--- src/rtl/board_writer.sv ---
// rtl/board_writer.sv - Gomoku board store write side: placement validation,
// stone write, checker handshake and game-state/turn update.
module board_writer #(
  parameter int SIZE  = 15,
  parameter int CELLS = SIZE * SIZE,
  parameter int AW    = 8
) (
  input  logic          clk,
  input  logic          reset,
  input  logic          place,
  input  logic [AW-1:0] pointer,
  input  logic [AW-1:0] chk_addr,
  output logic [1:0]    chk_data,
  output logic          chk_active,
  input  logic          chk_success,
  input  logic          chk_fail,
  output logic [AW-1:0] last_move,
  output logic          player,
  output logic [1:0]    state,
  output logic          busy,
  output logic          reject
);

  localparam logic [1:0] ST_IDLE  = 2'd0;
  localparam logic [1:0] ST_CHECK = 2'd1;
  localparam logic [1:0] ST_OVER  = 2'd2;

  localparam logic [AW-1:0] CELLS_IDX = AW'(CELLS);
  localparam logic [7:0]    CELLS_CNT = 8'(CELLS);

  logic [1:0] cells [CELLS];
  logic [1:0] fsm;
  logic [7:0] move_count;
  logic [1:0] cell_at_ptr;
  logic       ptr_free;
  logic [1:0] stone;

  // Out-of-range indices read as empty on both ports so the array is never
  // indexed past its end.
  always_comb begin
    cell_at_ptr = 2'd0;
    chk_data    = 2'd0;
    if (pointer < CELLS_IDX) cell_at_ptr = cells[pointer];
    if (chk_addr < CELLS_IDX) chk_data = cells[chk_addr];
  end

  assign ptr_free   = (pointer < CELLS_IDX) && (cell_at_ptr == 2'd0);
  assign stone      = {player, ~player};
  assign chk_active = (fsm == ST_CHECK);
  assign busy       = (fsm != ST_IDLE);

  always_ff @(posedge clk or posedge reset) begin
    if (reset) begin
      for (int i = 0; i < CELLS; i++) cells[i] <= 2'd0;
      fsm        <= ST_IDLE;
      move_count <= 8'd0;
      last_move  <= '0;
      player     <= 1'b0;
      state      <= 2'd0;
      reject     <= 1'b0;
    end else begin
      reject <= 1'b0;
      case (fsm)
        ST_IDLE: begin
          if (place) begin
            if (!ptr_free) begin
              reject <= 1'b1;
            end else begin
              cells[pointer] <= stone;
              last_move      <= pointer;
              if (move_count != CELLS_CNT) move_count <= move_count + 8'd1;
              fsm <= ST_CHECK;
            end
          end
        end
        ST_CHECK: begin
          // A simultaneous success and fail is treated as a win.
          if (chk_success) begin
            state <= stone;
            fsm   <= ST_OVER;
          end else if (chk_fail) begin
            if (move_count == CELLS_CNT) begin
              state <= 2'd3;
              fsm   <= ST_OVER;
            end else begin
              player <= ~player;
              fsm    <= ST_IDLE;
            end
          end
        end
        ST_OVER: fsm <= ST_OVER;
        default: fsm <= ST_IDLE;
      endcase
    end
  end

endmodule

--- config.mk ---
export PLATFORM = sky130hd
export DESIGN_NAME = board_writer
export DESIGN_NICKNAME = d
export VERILOG_FILES = /design/src/rtl/board_writer.sv
export SDC_FILE = /design/constraint.sdc
export NUM_CORES = 1
export LEC_CHECK = 0
export CORE_ASPECT_RATIO = 1.75
export CORE_MARGIN = 10
export CORE_UTILIZATION = 65
export CTS_BUF_LIST = sky130_fd_sc_hd__clkbuf_4 sky130_fd_sc_hd__clkbuf_8
export CTS_CLUSTER_DIAMETER = 120
export DETAILED_ROUTE_END_ITERATION = 7
export PLACE_DENSITY = 0.86
export SYNTH_ARGS = -nofsm -noshare
export SYNTH_HDL_FRONTEND = slang
export SYNTH_SLANG_ARGS = --single-unit
--- constraint.sdc ---
create_clock -name clk -period 17.8 [get_ports clk]
set_clock_uncertainty 0.2 [all_clocks]
set_input_delay 2.67 -clock clk [delete_from_list [all_inputs] [get_ports clk]]
set_output_delay 2.67 -clock clk [all_outputs]
set_load 0.01 [all_outputs]
# == Word-level counts from Yosys, hierarchy flattened ==
# Index checks and enable logic that the tools add are counted.
# word_totals
register_bits,472
input_bits,21
wordCells,284
# classes
n_addsub,1
order_cmp,5
n_eq_ne,7
n_mux,23
bitwise_logic,5
n_reduce_logical,12
# op_table
op,count
$bwmux W450,1
$bmux W2 S8,2
$mux W2,15
$ge A9 B9 Y1 const B,2
$not A8 Y9,2
$demux W2 S8,1
$lt A8 B8 Y1 const B,2
$lt A9 B1 Y1 const B,1
$reduce_and A3 Y1,3
$add A8 B1 Y8 const B,1
$eq A8 B8 Y1 const B,1
$ne A8 B8 Y1 const B,1
$reduce_and A4 Y1,2
$pmux W2 S3,1
$reduce_bool A2 Y1,3
$logic_not A2 Y1,2
$ne A2 B2 Y1 const B,2
$mux W1,3
$ne A3 B1 Y1 const B,1
$not A1 Y1,3
$eq A2 B1 Y1 const B,1
$eq A2 B2 Y1 const B,1
$logic_and A1 B1 Y1,2

# == Longest topological paths before layout ==
# depth
ltp_word,10
ltp_mapped,16
depth_no_buf,8

# == Worst setup path after synthesis ==
# Ideal clock, no wire load.
# synth_path
path_kind,input -> output
startpoint,input port chk_addr[0]
endpoint,output port chk_data[0]
arrival_time_ns,5.819
path_slack_ns,9.111
cell_stages,8
cell_sequence,clkbuf_1 -> buf_1 -> buf_1 -> buf_2 -> mux4_2 -> mux4_2 -> mux4_2 -> mux4_2
# synth_via
elab_chain_len,5
elab_cells_between_ends,6
# synth_lines
item,line_no,source
"start, declared",12,"input logic [AW-1:0] chk_addr,"
$not A8 Y9 (implied by the code),44,if (chk_addr < CELLS_IDX) chk_data = cells[chk_addr];
$bmux W2 S8,44,
$mux W2 (implied by the code) (2 in a row),44,
$mux W2 *,44,
"end, declared",13,"output logic [1:0] chk_data,"
# Mark *: on every way between the ends. The rest lies on a longest branch, timed or not. The select of a mux whose other input is x is not followed.

# == Final worst setup path ==
# Ends and elaborated chain as after synthesis.

==> impl_metrics.env <==
export IMPL_finalCriticalPeriod_ns=9.814
export IMPL_max_stage_delay_ns=0.85
export IMPL_die_area_um2=45040
export IMPL_crit_start="chk_addr[0]"
export IMPL_synth_area_per_cell_um2=13.42
export IMPL_ir_worst_vdd_uv=55.70
export IMPL_drive_gt1_frac=0.2490
export IMPL_synthArstFlopShare=1.000
export IMPL_grt_util_met2=0.5140
export IMPL_final_cell_count_no_fill=2294
export IMPL_syn_to_final_growth_pct=9.000
export IMPL_power_leakage_nw=11.43
export IMPL_clk_latency_ns=0.66
export IMPL_rsz0062_at_grt="no"
export IMPL_critPathLaunchType="input port"
export IMPL_core_um2=36140
export IMPL_grtUsageMet3=0.07995
export IMPL_synthesis_nets=1799
export IMPL_cts_setup_buffers=0
export IMPL_setup_tns_final_ns=0
export IMPL_drtIter0Drc=2476
export IMPL_cpMaxStageDelayCell="buf_4"
export IMPL_hold_buffers=0
export IMPL_nets=1799
export IMPL_clock_path_buffers=3
export IMPL_die_w_um=164.8
export IMPL_drtAntennaViolNets=0
export IMPL_synth_seq_cells=472
export IMPL_status="finished with violations"
export IMPL_cts_resized=0
export IMPL_worstPathArrival_ns=6.94
export IMPL_drc=5
export IMPL_r2r_slack_ns=12.52
export IMPL_die_h_um=273.4
export IMPL_reg2reg_to="cells[428]"
export IMPL_synth_warnings=0
export IMPL_multiInputGateArea_um2=11350
export IMPL_tightest_slew_ns=1.375
export IMPL_clock_sinks=472
export IMPL_r2r_cells=8
export IMPL_antenna_found_initial=2
export IMPL_place_inst=2175
export IMPL_fin_crit_sh=0.5513
export IMPL_ys_flop_type="dfrtp_1"
export IMPL_dpl_worst_slack_ns=7.941
export IMPL_gr_total_overflow=0
export IMPL_grt_pass1_vias=18413
export IMPL_crit_path_end_kind="output port"
export IMPL_mostFrequentLayoutCell="dfrtp_1"
export IMPL_drv_cap=0
export IMPL_cts_tree="built"
export IMPL_r2r_start="cells[170]"
export IMPL_p_per_area_nw_per_um2=99.63
export IMPL_cp_max_fo=64
export IMPL_worstPathRequired_ns=14.93
export IMPL_fmaxAchievable_mhz=101.9
export IMPL_track_usage=0.3297
export IMPL_post_route_util=0.7190
export IMPL_rows=92
export IMPL_dp_hpwl_mm=47.68
export IMPL_setup_viol=0
export IMPL_cts_root_buffer="clkbuf_8"
export IMPL_finalWorstSetupSlack_ns=7.986
export IMPL_synth_distinct_cells=65
export IMPL_postSynthCellCount=1776
export IMPL_wire_per_inst_um=31.49
export IMPL_io_pins=37
export IMPL_cts_inserted_buffers=69
export IMPL_finalMaxSlewViolations=0
export IMPL_via_count=17512
export IMPL_final_hold_viol_count=0
export IMPL_grt_pass1_wl_mm=112.2
export IMPL_viasPerCell=7.634
export IMPL_grt_max_degree=168
export IMPL_h_tree_depth=3
export IMPL_place_congestion=0.9677
export IMPL_critPathCapture="chk_data[0]"
export IMPL_violations="DRC"
export IMPL_syn_cell_area_um2=23840
export IMPL_final_cell_mix="dfrtp_1, o21bai_1, mux4_2, nand2_1, clkbuf_8"
export IMPL_path_class="input port to output port"
export IMPL_clk_pin_slew_ns=0.06
export IMPL_postRouteWirelength_mm=72.23
export IMPL_ys_seq_area_frac=0.4954
export IMPL_synth_edf_count=0
export IMPL_top_usage_layer="met2"
export IMPL_start_util=0.6596
export IMPL_dr_pass1_iters=8
export IMPL_cpMostUsedCell="mux4_2"
export IMPL_hp_class="flop to flop"
export IMPL_maxSlewHeadroom=0.07465
export IMPL_fillCellCount=2319
export IMPL_crit_chain="buf_6, buf_4, mux4_2, mux4_2, mux2i_1, o22ai_1, mux4_2, clkdlybuf4s50_1"
export IMPL_io_buffers=36
export IMPL_regArea_um2=11810
export IMPL_grt_util_met1=0.3830
## metal layers
layer  routed length (um)  part of all wire
met1                22650              0.31
met2                34920              0.48
met3                 7699              0.11
met4                 6961             0.096
met5                    0                 0
## report_power, final
part	internal [mW]	switching [mW]	leakage (nW)
clock	0.546	0.437	0.807
combinational	0.167	0.235	4.14
sequential	1.14	0.0603	6.49
## per-stage QoR
step	hold slack (ns)	area, um^2	power [mW]
floorplan	0.2387	23840	1.467
CTS	0.2749	25980	2.577
detailed placement	0.2641	24460	1.613
global placement	0.2517	24460	1.595
global route	0.2927	25990	2.665
finish	0.2746	25990	2.589
## registers in the layout (all words and copies together) (netlist names)
name	flops
reject	1
cells	450
fsm	2
state	2
player	1
move_count	8
last_move	8
## worst max-delay path, delay by kind of cell
kind / cells / cell delay [ns]
AO/OA/AOI/OAI: 1 / 0.21
multiplexers: 4 / 1.93
buffers and inverters: 3 / 2.01
## area by class of cell
class,instances,share of cell area
sequential,472,0.4545
multi-input combinational,1141,0.4369
clock buffer,98,0.04877
tap,470,0.02263
antenna,1,0.00009629
clock inverter,20,0.009870
timing repair buffer,72,0.02407
inverter,20,0.003178
## worst min path at each step
stage	startpoint	endpoint	cells past startpoint
floorplan	cells[100]	cells[100]	1
global placement	cells[108]	cells[108]	1
detailed placement	cells[221]	cells[221]	1
CTS	move_count[7]	move_count[7]	1
global route	cells[102]	cells[102]	1
finish	move_count[7]	move_count[7]	1
## synthesized netlist by cell type (all sizes together), types with 4 or more instances
library cell	instances	area, um^2
dfrtp	472	11810
o21bai	353	2650
mux4	228	5135
nand2	112	420.4
buf	79	407.9
nor2	74	277.8
clkbuf	64	240.2
a21o	48	360.4
mux2i	44	440.4
a31o	34	297.8
a22oi	31	232.7
a21oi	29	145.1
nor3	28	140.1
nand3	26	130.1
inv	19	71.31
nand2b	12	75.07
a41o	9	90.09
mux2	9	101.4
nor2b	9	56.30
nor4	9	71.32
a31oi	8	56.30
nand4	8	68.82
and2	6	37.53
a22o	5	43.79
o31ai	5	37.54
o21ai	4	20.02
or2	4	25.02
## kinds of logic (layout without fill, tap and decap cells)
family | count (synthesis) | in the layout | synth area share
AOI/OAI and AO/OA | 554 | 554 | 0.1751
xor gates and xnor gates | 6 | 6 | 0.002205
adders and majority gates | 2 | 2 | 0.001049
buffers and inverters | 163 | 210 | 0.03033
DFF | 472 | 472 | 0.4954
muxes | 281 | 281 | 0.2381
other | 0 | 1 | 0
and+or+nand+nor | 298 | 298 | 0.05778
No activity file was read; power rests on OpenSTA's default activity.
